===== src/rtl/sap_1_pkg.sv =====
// Shared constants for the SAP-1 controller-sequencer: opcodes, one-hot T-states and
// control-word bit positions (CP is the MSB, LO the LSB).
package sap_1_pkg;

  localparam int unsigned OPC_W = 4;

  localparam logic [OPC_W-1:0] OP_LDA = 4'b0000;
  localparam logic [OPC_W-1:0] OP_ADD = 4'b0001;
  localparam logic [OPC_W-1:0] OP_SUB = 4'b0010;
  localparam logic [OPC_W-1:0] OP_OUT = 4'b1110;
  localparam logic [OPC_W-1:0] OP_HLT = 4'b1111;

  localparam logic [5:0] T1 = 6'b000001;
  localparam logic [5:0] T2 = 6'b000010;
  localparam logic [5:0] T3 = 6'b000100;
  localparam logic [5:0] T4 = 6'b001000;
  localparam logic [5:0] T5 = 6'b010000;
  localparam logic [5:0] T6 = 6'b100000;

  localparam int unsigned CwW  = 12;
  localparam int unsigned CwCp = 11;
  localparam int unsigned CwEp = 10;
  localparam int unsigned CwLm = 9;
  localparam int unsigned CwCe = 8;
  localparam int unsigned CwLi = 7;
  localparam int unsigned CwEi = 6;
  localparam int unsigned CwLa = 5;
  localparam int unsigned CwEa = 4;
  localparam int unsigned CwSu = 3;
  localparam int unsigned CwEu = 2;
  localparam int unsigned CwLb = 1;
  localparam int unsigned CwLo = 0;

endpackage


===== src/rtl/sap_1_controller_sequencer_if.sv =====
// Control bundle between the SAP-1 sequencer (master) and the datapath (slave).
interface sap_1_controller_sequencer_if;
  import sap_1_pkg::*;

  logic [OPC_W-1:0] opcode;
  logic [5:0]       t_state;
  logic CP, EP, LM, CE, LI, EI, LA, EA, SU, EU, LB, LO, HLT;

  modport master (
    input  opcode,
    output t_state, CP, EP, LM, CE, LI, EI, LA, EA, SU, EU, LB, LO, HLT
  );

  modport slave (
    output opcode,
    input  t_state, CP, EP, LM, CE, LI, EI, LA, EA, SU, EU, LB, LO, HLT
  );

endinterface


===== src/rtl/sap_1_ring_counter.sv =====
// One-hot T-state ring: Clr and restart force T1, hold freezes, otherwise rotates left.
module sap_1_ring_counter
  import sap_1_pkg::*;
(
  input  logic       Clk,
  input  logic       Clr,
  input  logic       hold_i,
  input  logic       restart_i,
  output logic [5:0] state_o
);

  logic [5:0] state_q, state_d;

  always_comb begin
    state_d = {state_q[4:0], state_q[5]};
    if (hold_i) begin
      state_d = state_q;
    end else if (restart_i) begin
      state_d = T1;
    end
  end

  always_ff @(posedge Clk) begin
    if (Clr) begin
      state_q <= T1;
    end else begin
      state_q <= state_d;
    end
  end

  assign state_o = state_q;

endmodule


===== src/rtl/sap_1_controller_sequencer.sv =====
// SAP-1 controller-sequencer: T-state ring plus opcode decode into the control word.
// Define SAP_1_SEQ_SKIP_EN to end short instructions early instead of always using T1-T6.
module sap_1_controller_sequencer
  import sap_1_pkg::*;
(
  input  logic                           Clk,
  input  logic                           Clr,
  sap_1_controller_sequencer_if.master   bus
);

  logic [5:0]     t_q;
  logic           halted_q, halted_d;
  logic           halt_now;
  logic           restart;
  logic [CwW-1:0] cw;

  assign halt_now = (t_q == T4) && (bus.opcode == OP_HLT) && !halted_q;
  assign halted_d = halted_q | halt_now;

  always_ff @(posedge Clk) begin
    if (Clr) begin
      halted_q <= 1'b0;
    end else begin
      halted_q <= halted_d;
    end
  end

`ifdef SAP_1_SEQ_SKIP_EN
  always_comb begin
    restart = 1'b0;
    if (t_q == T5 && bus.opcode == OP_LDA) begin
      restart = 1'b1;
    end else if (t_q == T4) begin
      // OUT and undefined opcodes have nothing to do after T4
      unique case (bus.opcode)
        OP_LDA, OP_ADD, OP_SUB, OP_HLT: restart = 1'b0;
        default:                        restart = 1'b1;
      endcase
    end
  end
`else
  assign restart = 1'b0;
`endif

  sap_1_ring_counter u_ring (
    .Clk       (Clk),
    .Clr       (Clr),
    .hold_i    (halted_d),
    .restart_i (restart),
    .state_o   (t_q)
  );

  always_comb begin
    cw = '0;
    if (!Clr && !halted_q) begin
      case (t_q)
        T1: begin
          cw[CwEp] = 1'b1;
          cw[CwLm] = 1'b1;
        end
        T2: cw[CwCp] = 1'b1;
        T3: begin
          cw[CwCe] = 1'b1;
          cw[CwLi] = 1'b1;
        end
        T4: begin
          case (bus.opcode)
            OP_LDA, OP_ADD, OP_SUB: begin
              cw[CwEi] = 1'b1;
              cw[CwLm] = 1'b1;
            end
            OP_OUT: begin
              cw[CwEa] = 1'b1;
              cw[CwLo] = 1'b1;
            end
            default: ;
          endcase
        end
        T5: begin
          case (bus.opcode)
            OP_LDA: begin
              cw[CwCe] = 1'b1;
              cw[CwLa] = 1'b1;
            end
            OP_ADD, OP_SUB: begin
              cw[CwCe] = 1'b1;
              cw[CwLb] = 1'b1;
            end
            default: ;
          endcase
        end
        T6: begin
          if (bus.opcode == OP_ADD || bus.opcode == OP_SUB) begin
            cw[CwLa] = 1'b1;
            cw[CwEu] = 1'b1;
            cw[CwSu] = (bus.opcode == OP_SUB);
          end
        end
        default: ;
      endcase
    end
  end

  assign bus.t_state = t_q;
  assign bus.CP  = cw[CwCp];
  assign bus.EP  = cw[CwEp];
  assign bus.LM  = cw[CwLm];
  assign bus.CE  = cw[CwCe];
  assign bus.LI  = cw[CwLi];
  assign bus.EI  = cw[CwEi];
  assign bus.LA  = cw[CwLa];
  assign bus.EA  = cw[CwEa];
  assign bus.SU  = cw[CwSu];
  assign bus.EU  = cw[CwEu];
  assign bus.LB  = cw[CwLb];
  assign bus.LO  = cw[CwLo];
  assign bus.HLT = !Clr && halted_d;

endmodule

===== src/flat_wrapper.sv =====
// flat-port wrapper written by rule: the top's interface ports become plain ports
module sap_1_controller_sequencer_flat import sap_1_pkg::*;
  (Clk, Clr, bus_opcode, bus_t_state, bus_CP, bus_EP, bus_LM, bus_CE, bus_LI, bus_EI, bus_LA, bus_EA, bus_SU, bus_EU, bus_LB, bus_LO, bus_HLT);
  sap_1_controller_sequencer_if bus_i ();
  input  logic Clk;
  input  logic Clr;
  input wire logic [$bits(bus_i.opcode)-1:0] bus_opcode;
  output wire logic [$bits(bus_i.t_state)-1:0] bus_t_state;
  output wire logic [$bits(bus_i.CP)-1:0] bus_CP;
  output wire logic [$bits(bus_i.EP)-1:0] bus_EP;
  output wire logic [$bits(bus_i.LM)-1:0] bus_LM;
  output wire logic [$bits(bus_i.CE)-1:0] bus_CE;
  output wire logic [$bits(bus_i.LI)-1:0] bus_LI;
  output wire logic [$bits(bus_i.EI)-1:0] bus_EI;
  output wire logic [$bits(bus_i.LA)-1:0] bus_LA;
  output wire logic [$bits(bus_i.EA)-1:0] bus_EA;
  output wire logic [$bits(bus_i.SU)-1:0] bus_SU;
  output wire logic [$bits(bus_i.EU)-1:0] bus_EU;
  output wire logic [$bits(bus_i.LB)-1:0] bus_LB;
  output wire logic [$bits(bus_i.LO)-1:0] bus_LO;
  output wire logic [$bits(bus_i.HLT)-1:0] bus_HLT;
  assign bus_i.opcode = bus_opcode;
  assign bus_t_state = bus_i.t_state;
  assign bus_CP = bus_i.CP;
  assign bus_EP = bus_i.EP;
  assign bus_LM = bus_i.LM;
  assign bus_CE = bus_i.CE;
  assign bus_LI = bus_i.LI;
  assign bus_EI = bus_i.EI;
  assign bus_LA = bus_i.LA;
  assign bus_EA = bus_i.EA;
  assign bus_SU = bus_i.SU;
  assign bus_EU = bus_i.EU;
  assign bus_LB = bus_i.LB;
  assign bus_LO = bus_i.LO;
  assign bus_HLT = bus_i.HLT;
  sap_1_controller_sequencer u_core (.Clk(Clk), .Clr(Clr), .bus(bus_i));
endmodule

===== config.mk =====
export PLATFORM = sky130hd
export DESIGN_NAME = sap_1_controller_sequencer_flat
export DESIGN_NICKNAME = d
export VERILOG_FILES = /design/src/rtl/sap_1_pkg.sv /design/src/rtl/sap_1_controller_sequencer_if.sv /design/src/rtl/sap_1_ring_counter.sv /design/src/rtl/sap_1_controller_sequencer.sv /design/src/flat_wrapper.sv
export SDC_FILE = /design/constraint.sdc
export NUM_CORES = 1
export LEC_CHECK = 0
export BUFFER_PORTS_ARGS = -buffer_cell sky130_fd_sc_hd__clkbuf_2
export CORE_AREA = 2 2 39 41
export DETAILED_ROUTE_END_ITERATION = 10
export DIE_AREA = 0 0 41 43
export GPL_TIMING_DRIVEN = 0
export PLACE_DENSITY = 0.71
export SLEW_MARGIN = 20
export SYNTH_ARGS = -nofsm -noshare
export SYNTH_HDL_FRONTEND = slang
export SYNTH_SLANG_ARGS = --single-unit

===== constraint.sdc =====
create_clock -name Clk -period 4.12 [get_ports Clk]
set_input_delay 0.618 -clock Clk [delete_from_list [all_inputs] [get_ports Clk]]
set_output_delay 0.618 -clock Clk [all_outputs]
set_load 0.1 [all_outputs]

==> summary.txt <==
Run status
  – Result of the run: finished, final reports clean

Clocking
  – Number of buffers on the longest clock path: 2
  – Max H-tree Level: 1
  – Post-CTS Resized: 0
  – CTS tree: built
  – Clock insertion delay at the later pin of the skew report: 240 ps
  – Number of clock buffers inserted by TritonCTS: 3
  – Buffer type at the clock tree root: sky130_fd_sc_hd__clkbuf_4
  – Clock sink total: 7
  – Hold buffer count at CTS: 0
  – Register clock-pin slew on the reported worst setup and hold paths: 50 ps
  – Buffers inserted by post-CTS timing repair: 0

Power
  – Pwr dens: 263 nW/um^2
  – Peak VDD IR: 0.000135 V
  – Total leakage power: 0.298 nW

GRT
  – GRT Overall Usage: 16.1%
  – Met1 track demand over resource in global routing: 19.2%
  – Most Used Layer, Global Route: met2
  – Number of antenna violations at the first check in global routing: 0
  – Global routing met3 resource utilization: 1.57%
  – Routing usage on met2: 25.0%
  – Number of global-route vias before repair: 493
  – Wire length of the first global-routing pass: 1.95 mm
  – Maximum number of pins on one net before global-route repair: 11
  – Grt ovf: 0

Timing
  – Slew at the pin closest to its max-slew limit: 543 ps
  – Fin Clk Skew: 0.553 ps
  – Part of the cycle the worst path needs: 63.4%
  – RSZ-0062 raised after global routing: no
  – Worst slew slack as a fraction of its limit: 63.9%
  – Maximum achievable frequency: 0.383 GHz
  – Min Tclk post-route: 2610 ps
  – Final total negative setup slack: 0 ps
  – Max-slew violations: 0
  – Hold Fails Final Rpt: 0
  – Finish-stage setup viols: 0

Critical path
  – Kind of critical path: register to output port
  – Setup crit start kind: register
  – Required time reported for the critical path endpoint: 3500 ps
  – Arr. time, crit path: 1990 ps
  – Type of destination of the critical path: output port
  – Worst Path Max Fanout: 9

Flow run
  – Max Cap Violations: 0

Synthesis
  – Number of synthesized flops with an enable pin: 0
  – Average cell area after synthesis: 8.95 um^2
  – Gate count after technology mapping: 60
  – Primary FF master, synth: sky130_fd_sc_hd__dfxtp_1
  – Total nets after synthesis: 66
  – Yosys reg bits: 7
  – Number of synthesis warnings: 0
  – Mapped Area: 537 um^2
  – Share of synthesized flip-flops with an asynchronous set or reset: 0%
  – Count of distinct cell types in the synthesized netlist: 34
  – Register area share after synthesis: 26.1%

Floorplanning
  – Die Footprint: 1760 um^2
  – Height of the die: 43 um
  – I/O pin count: 25
  – Starting density of the core: 38.8%
  – Die Width: 41 um
  – Standard-cell row count: 14
  – Core Box Area: 1380 um^2

Route
  – Via density per instance: 5.19
  – DRC errors left: 0
  – Total via count after detailed routing: 540
  – Drt first pass iters: 2
  – Total wirelength of the detailed-routed design: 1.17 mm
  – Average wire per standard cell: 11.3 um
  – 1st-iter DRT viols: 2
  – Number of routed nets with antenna violations: 0

Final layout
  – Most common library cell in the layout ignoring fill and taps: sky130_fd_sc_hd__clkbuf_2
  – Highest-count cells in the layout ignoring fill and taps: sky130_fd_sc_hd__clkbuf_2, sky130_fd_sc_hd__nor2_1, sky130_fd_sc_hd__dfxtp_1
  – Count of antenna diodes in the layout: 0
  – Fraction of layout cells with a size suffix above 1: 43.2%
  – NumNets Final: 95
  – Utilization of the core after routing: 52.3%
  – Layout overhead on the synthesized area: 34.7%
  – Number of inserted filler cells in the final layout: 137

Placement
  – Hpwl dp: 974 um
  – GPL Wtd Cong: 0.721
  – PortBufs: 24

Min path
  – Hold Crit Class: register to register
per-stage QoR:
step	hold WS (ps)	setup WS (ps)	instance area, um^2	total power, mW	std cells
finish	555	1510	723	0.190	104
global route	620	1380	723	0.200	104
CTS	560	1490	723	0.194	104
detailed placement	559	1520	697	0.132	100
global placement	548	1540	697	0.132	100
floorplan	731	20.2	557	0.121	60
layout make-up:
class	count	area, um^2	share of cell area [%]
Multi-Input combinational cell	50	402	55.5
Sequential cell	7	140	19.4
Clock buffer	4	26.3	3.63
Buffer	3	15.0	2.08
Tap cell	16	20.0	2.77
Timing Repair Buffer	24	120	16.6
sequential cells by signal, indices dropped and copies added, names as in the netlist:
register               count
u_core.u_ring.state_o      6
u_core.halted_q            1
path summary, 6_finish.rpt:
check / endpoint / cells past startpoint / start / slack (ps)
worst max register to register: u_core.u_ring.state_o[0] / 3 / u_core.u_ring.state_o[1] / 2730
worst max-delay path: bus_EU / 4 / u_core.u_ring.state_o[1] / 1510
worst min-delay path: u_core.u_ring.state_o[3] / 2 / u_core.u_ring.state_o[3] / 550
worst min register to register: u_core.u_ring.state_o[3] / 2 / u_core.u_ring.state_o[3] / 550
critical path, stage by stage (launching register included):
cell and delay [ps]:
sky130_fd_sc_hd__dfxtp_1 400, sky130_fd_sc_hd__nor4_2 390, sky130_fd_sc_hd__nand3_1 220, sky130_fd_sc_hd__nor3_1 240, sky130_fd_sc_hd__clkbuf_2 490
routing by layer:
| layer | vias to the layer above | part of all wire [%] |
|---|---|---|
| li1 | 283 | - |
| met1 | 241 | 43 |
| met2 | 14 | 50 |
| met3 | 2 | 5.3 |
| met4 | 0 | 1.5 |
| met5 | - | 0 |
kinds of logic after synthesis:
family | Yosys count | synth area share, %
xor gates and xnor gates | 1 | 1.63
and+or+nand+nor | 37 | 49.2
AOI/OAI and AO/OA | 9 | 14.7
buffers and inverters | 3 | 2.80
DFF | 7 | 26.1
muxes | 3 | 5.59
synth_stat cells (all sizes together), types with 2 or more instances:
library cell	number	area (um^2)
nor2b	2	12.5
nor3b	3	22.5
nand3b	2	15.0
or2	2	12.5
buf	2	11.3
nand2	3	13.8
nand2b	4	25.0
dfxtp	7	140
nor3	2	10.0
nor2	9	33.8
nor4	3	31.3
mux2i	3	30.0
o21ai	2	10.0
report_power, final:
part	internal [mW]	total, mW	switching, mW
registers	0.0699	0.0748	0.00482
logic	0.0143	0.0557	0.0414
clock network	0.0368	0.0596	0.0228
Note: power is estimated with default switching activity, not from simulation.
